File: src/rtl/stream_replay_source.sv
// stream_replay_source: RAM-backed frame replayer driving a vld/rdy/fst sample stream.
module stream_replay_source #(
  parameter int unsigned DATA_W = 32,
  parameter int unsigned DEPTH  = 64,
  parameter int unsigned ADDR_W = 6
) (
  input  logic              clk,
  input  logic              reset,
  input  logic              wr_en,
  input  logic [ADDR_W-1:0] wr_addr,
  input  logic [DATA_W-1:0] wr_data,
  input  logic [ADDR_W:0]   cfg_length,
  input  logic [15:0]       cfg_frames,
  input  logic              start,
  input  logic              abort,
  output logic [DATA_W-1:0] out_data,
  output logic              out_fst,
  output logic              out_vld,
  input  logic              out_rdy,
  output logic              busy,
  output logic              done,
  output logic [15:0]       frame_count
);

  localparam int unsigned LEN_W = ADDR_W + 1;
  localparam int unsigned FC_W  = 16;
  localparam int unsigned FCX_W = FC_W + 1;
  localparam logic [LEN_W-1:0] DEPTH_L = LEN_W'(DEPTH);

  typedef enum logic [1:0] {S_IDLE, S_RUN, S_DONE} state_t;

  logic [DATA_W-1:0] mem [DEPTH];

  state_t            state_q, state_d;
  logic [ADDR_W-1:0] addr_q, addr_d;
  logic [LEN_W-1:0]  len_q, len_d;
  logic [FC_W-1:0]   nfr_q, nfr_d;
  logic [FC_W-1:0]   frame_count_q, frame_count_d;
  logic [DATA_W-1:0] out_data_q, out_data_d;
  logic              out_fst_q, out_fst_d;
  logic              out_vld_q, out_vld_d;
  logic              busy_q, busy_d;
  logic              done_q, done_d;

  logic              xfer_c;
  logic              last_c;
  logic              len_ok_c;
  logic [FCX_W-1:0]  fc_inc_c;
  logic [ADDR_W-1:0] rd_addr_c;
  logic [DATA_W-1:0] rd_data_c;

  // Frame RAM write port
  always_ff @(posedge clk) begin
    if (wr_en) begin
      mem[wr_addr] <= wr_data;
    end
  end

  // Handshake, frame-end and next-read-address decode
  always_comb begin
    xfer_c    = out_vld_q & out_rdy;
    last_c    = ({1'b0, addr_q} == (len_q - LEN_W'(1)));
    len_ok_c  = (cfg_length != '0) && (cfg_length <= DEPTH_L);
    fc_inc_c  = {1'b0, frame_count_q} + FCX_W'(1);
    rd_addr_c = ((state_q != S_RUN) || last_c) ? '0 : (addr_q + ADDR_W'(1));
  end

  // RAM read with same-cycle write forwarding so a fresh write is never missed
  always_comb begin
    rd_data_c = mem[rd_addr_c];
    if (wr_en && (wr_addr == rd_addr_c)) begin
      rd_data_c = wr_data;
    end
  end

  // Next-state and registered-output computation
  always_comb begin
    state_d       = state_q;
    addr_d        = addr_q;
    len_d         = len_q;
    nfr_d         = nfr_q;
    frame_count_d = frame_count_q;
    out_data_d    = out_data_q;
    out_fst_d     = out_fst_q;
    out_vld_d     = out_vld_q;
    done_d        = 1'b0;

    if (abort) begin
      state_d   = S_IDLE;
      out_vld_d = 1'b0;
      out_fst_d = 1'b0;
    end else begin
      case (state_q)
        S_IDLE: begin
          if (start && len_ok_c) begin
            state_d       = S_RUN;
            len_d         = cfg_length;
            nfr_d         = cfg_frames;
            addr_d        = '0;
            frame_count_d = '0;
            out_data_d    = rd_data_c;
            out_fst_d     = 1'b1;
            out_vld_d     = 1'b1;
          end
        end
        S_RUN: begin
          if (xfer_c) begin
            out_data_d = rd_data_c;
            if (last_c) begin
              addr_d = '0;
              if (frame_count_q != '1) begin
                frame_count_d = fc_inc_c[FC_W-1:0];
              end
              if ((nfr_q != '0) && (fc_inc_c == {1'b0, nfr_q})) begin
                state_d    = S_DONE;
                out_vld_d  = 1'b0;
                out_fst_d  = 1'b0;
                out_data_d = out_data_q;
                done_d     = 1'b1;
              end else begin
                out_fst_d = 1'b1;
              end
            end else begin
              addr_d    = addr_q + ADDR_W'(1);
              out_fst_d = 1'b0;
            end
          end
        end
        S_DONE: begin
          state_d = S_IDLE;
        end
        default: begin
          state_d = S_IDLE;
        end
      endcase
    end

    busy_d = (state_d != S_IDLE);
  end

  // State and output registers
  always_ff @(posedge clk) begin
    if (reset) begin
      state_q       <= S_IDLE;
      addr_q        <= '0;
      len_q         <= '0;
      nfr_q         <= '0;
      frame_count_q <= '0;
      out_data_q    <= '0;
      out_fst_q     <= 1'b0;
      out_vld_q     <= 1'b0;
      busy_q        <= 1'b0;
      done_q        <= 1'b0;
    end else begin
      state_q       <= state_d;
      addr_q        <= addr_d;
      len_q         <= len_d;
      nfr_q         <= nfr_d;
      frame_count_q <= frame_count_d;
      out_data_q    <= out_data_d;
      out_fst_q     <= out_fst_d;
      out_vld_q     <= out_vld_d;
      busy_q        <= busy_d;
      done_q        <= done_d;
    end
  end

  assign out_data    = out_data_q;
  assign out_fst     = out_fst_q;
  assign out_vld     = out_vld_q;
  assign busy        = busy_q;
  assign done        = done_q;
  assign frame_count = frame_count_q;

endmodule

File: config.mk
export PLATFORM = sky130hd
export DESIGN_NAME = stream_replay_source
export DESIGN_NICKNAME = d
export VERILOG_FILES = /design/src/rtl/stream_replay_source.sv
export SDC_FILE = /design/constraint.sdc
export NUM_CORES = 2
export LEC_CHECK = 0
export ABC_CLOCK_PERIOD_IN_PS = 8500
export CAP_MARGIN = 30
export CORE_ASPECT_RATIO = 0.6
export CORE_MARGIN = 5
export CORE_UTILIZATION = 35
export DETAILED_ROUTE_END_ITERATION = 8
export GPL_ROUTABILITY_DRIVEN = 0
export PLACE_DENSITY = 0.57
export SKIP_CTS_REPAIR_TIMING = 1
export SLEW_MARGIN = 20
export SYNTH_ARGS = -nofsm -noshare
export SYNTH_HDL_FRONTEND = slang
export SYNTH_SLANG_ARGS = --single-unit
File: constraint.sdc
create_clock -name clk -period 8.5 [get_ports clk]
set_clock_uncertainty 0.1 [all_clocks]
set_input_delay 1.275 -clock clk [delete_from_list [all_inputs] [get_ports clk]]
set_output_delay 1.275 -clock clk [all_outputs]
set_load 0.005 [all_outputs]
==> results by group <==
Worst setup path
  – Setup Crit Path Kind: flip-flop to flip-flop
  – Critical Path RT: 9.06 ns
  – Worst Path Arrival: 6.22 ns
  – Critical Path Sink Type: flip-flop
  – Max FO, Critical Path: 46
  – Startpoint Class: flip-flop

Synth
  – Mux cell area share after synthesis: 0.0601
  – Synth unique cells: 75
  – Register area share after synthesis: 0.758
  – Ys flop type: edfxtp_1
  – Average size of a mapped cell: 15.9 um^2
  – Mapped cell area: 83,400 um^2
  – Largest family of logic cells by synthesized area: compound AO/OA/AOI/OAI gates
  – Synth Area in Compound Gates: 0.0970
  – FF+latch count, synth: 2,131
  – Synth Warn #: 0
  – Fraction of registers with async set/reset: 0
  – Net Count, Synth: 5,321
  – Simple-gate share of the synthesized area: 0.0626
  – Post-synthesis xor/xnor area fraction: 0.00399
  – Synth Area in Adders: 0.000450
  – Post-synth EDFFs: 2,048
  – Synth Instances: between 5,000 and 6,000

Pwr
  – PD cells: 217 nW/um^2
  – Leakage: ~29 nW
  – Maximum VDD drop: 147 uV
  – Tot Pwr: slightly above 0.02 W

Global routing
  – Initial antenna violation count: 9
  – First-pass GRT wire length: 387,000 um
  – Largest net degree at the start of global routing: about 110
  – Gr usage total: 0.217
  – Vias in the first global route: 48,100
  – Global route overflow: 0

Place
  – Dpl hpwl: 161,000 um
  – Input/output buffers: 118
  – Cell count after placement: 8,321

Clock network
  – TritonCTS clock tree: yes
  – Clock sink count: approximately 2,100
  – CTS root buf: clkbuf_16
  – Longest Clk Path Bufs: 4
  – Clock Pin Slew Worst Setup and Hold Paths: roughly 0.070 ns
  – Htree depth: 4
  – Clk Latency, worst-skew pair: 0.85 ns
  – Num CTS Buffers: 190

Timing
  – Max-slew headroom: 0.260
  – RSZ-0062 raised after global routing: false
  – Slew Viols, Final: 0
  – Tmin final: 5.65 ns
  – Tightest Pin Transition: 1.11 ns
  – Fmax: 0.177 GHz
  – Setup tns final: 0 ns
  – Final setup fails: 0
  – Hold Vio Cnt, Final: 0
  – Fin crit share: 0.665
  – Final hold slack: between 0.3 and 0.4 ns

Route
  – Post-route DRC violation count: 0
  – DR vias/cell: approximately 6
  – Final wirelength: 279,000 um
  – Via count: 51,500
  – WL/cell: 32.2 um
  – Routed Antenna Nets: 0
  – Router iterations before antenna repair: 6
  – Iteration-0 DRC Markers: approximately 8,300

Cells and area
  – Fillcell total: 21,300
  – Most frequent cells in the layout: edfxtp_1 (2,048), nand2_1 (540), o21ai_0 (217), mux2i_1 (217), clkbuf_16 (191)
  – Util after Layout: 0.401
  – Share of layout cells above drive strength 1: 0.133
  – Final net count: 5,435
  – Layout area overhead: 13.7%
  – Commonest non-fill, non-tap cell in the layout: edfxtp_1
  – Register area: 63,200 um^2
  – Multi-input logic area: slightly below 20,000 um^2
  – Non-filler cells, final: 8,662

Floorplan
  – DIE AREA: 248,000 um^2
  – Die height: 388 um
  – Core box area: 236,000 um^2
  – Row cnt: about 140
  – DIE WIDTH: 640 um
  – Io pins: 119
  – Initial Util: 0.353

Run
  – Maxcap violations: 0

Min path
  – Type of the most critical hold path: flip-flop to flip-flop

Status
  – Status: completed
==> path summary, 6_finish.rpt <==
kind                              start                         to  slack (ns)  cells after the start
setup / recovery  len_q[0]$_SDFFE_PP0P_  out_data[29]$_SDFFE_PP0P_        2.85                     17
hold / removal    nfr_q[2]$_SDFFE_PP0P_      nfr_q[2]$_SDFFE_PP0P_        0.39                      2
setup reg to reg  len_q[0]$_SDFFE_PP0P_  out_data[29]$_SDFFE_PP0P_        2.85                     17
hold reg to reg   nfr_q[2]$_SDFFE_PP0P_      nfr_q[2]$_SDFFE_PP0P_        0.39                      2
==> cells by family after synthesis <==
group                    Yosys count
XOR/XNOR                          38
flip-flops                      2131
AND/OR/NAND/NOR                 1171
buffers and inverters            388
multiplexers                     351
AO/OA/AOI/OAI                   1169
adder cells (fa/ha/maj)            3
==> synth_stat cells (33+ instances only) <==
cell / number / share of area
a31oi_1: 121 / 0.0091
o21ai_0: 217 / 0.013
edfxtp_1: 2048 / 0.74
a21oi_1: 149 / 0.0089
o22ai_1: 117 / 0.0088
a32o_1: 38 / 0.0046
dfxtp_1: 83 / 0.020
and3_1: 34 / 0.0026
nor3_1: 63 / 0.0038
a22oi_1: 52 / 0.0047
nand4_1: 34 / 0.0026
nand3_1: 164 / 0.0098
o211ai_1: 116 / 0.010
mux2i_1: 217 / 0.026
mux4_2: 118 / 0.032
a211oi_1: 55 / 0.0050
nand2_1: 548 / 0.025
nor2_1: 207 / 0.0093
o221ai_1: 93 / 0.0098
buf_2: 33 / 0.0020
clkbuf_1: 293 / 0.013
or3_1: 50 / 0.0038
buf_1: 53 / 0.0024
==> worst max-delay path: stages, from the launching register on <==
cell	delay (ns)
dfxtp_1	0.52
inv_1	0.09
ha_1	0.31
o21bai_1	0.19
a2111oi_0	0.40
or3_1	0.19
o211ai_1	0.08
buf_4	0.32
buf_4	0.30
o21ai_4	0.08
buf_4	0.52
a32oi_1	0.18
nor4_4	0.65
buf_4	0.49
nor4_4	0.07
buf_4	0.31
o211ai_1	0.48
nand4_1	0.17
==> metrics by stage <==
stage / setup WS (ns) / area (um^2)
2_1_floorplan: 3.71 / 83400
3_3_place_gp: 2.87 / 89000
3_5_place_dp: 2.81 / 89100
4_1_cts: 3.04 / 94800
5_1_grt: 2.59 / 94800
6_report: 2.85 / 94800
==> per-layer routing <==
metal,routed length [um],GRT usage
met1,121000,0.333
met2,114000,0.298
met3,37000,0.0684
met4,7140,0.0507
met5,9,0
==> state kept, by name (all words and copies together) (netlist names), 2 cells and up <==
signal and count:
frame_count 16, len_q 7, mem 2048, out_data 32, nfr_q 16, state_q 2
addr_q 6
==> report_power, final <==
part	internal [W]	switching, W
Sequential	0.0116	0.0000314
Combinational	0.000138	0.000470
Clock	0.00448	0.00385
Total	0.0162	0.00435
==> layout make-up <==
class                   count  share of cell area
repair buffers            303              0.0272
diodes                      2           0.0000528
inverters                   7            0.000330
clock inverters           102             0.00788
clock buffers             235              0.0525
multi-input cells        2732               0.204
well taps                3150              0.0416
flip-flops and latches   2131               0.666
Power figures use the tool's default switching activity.
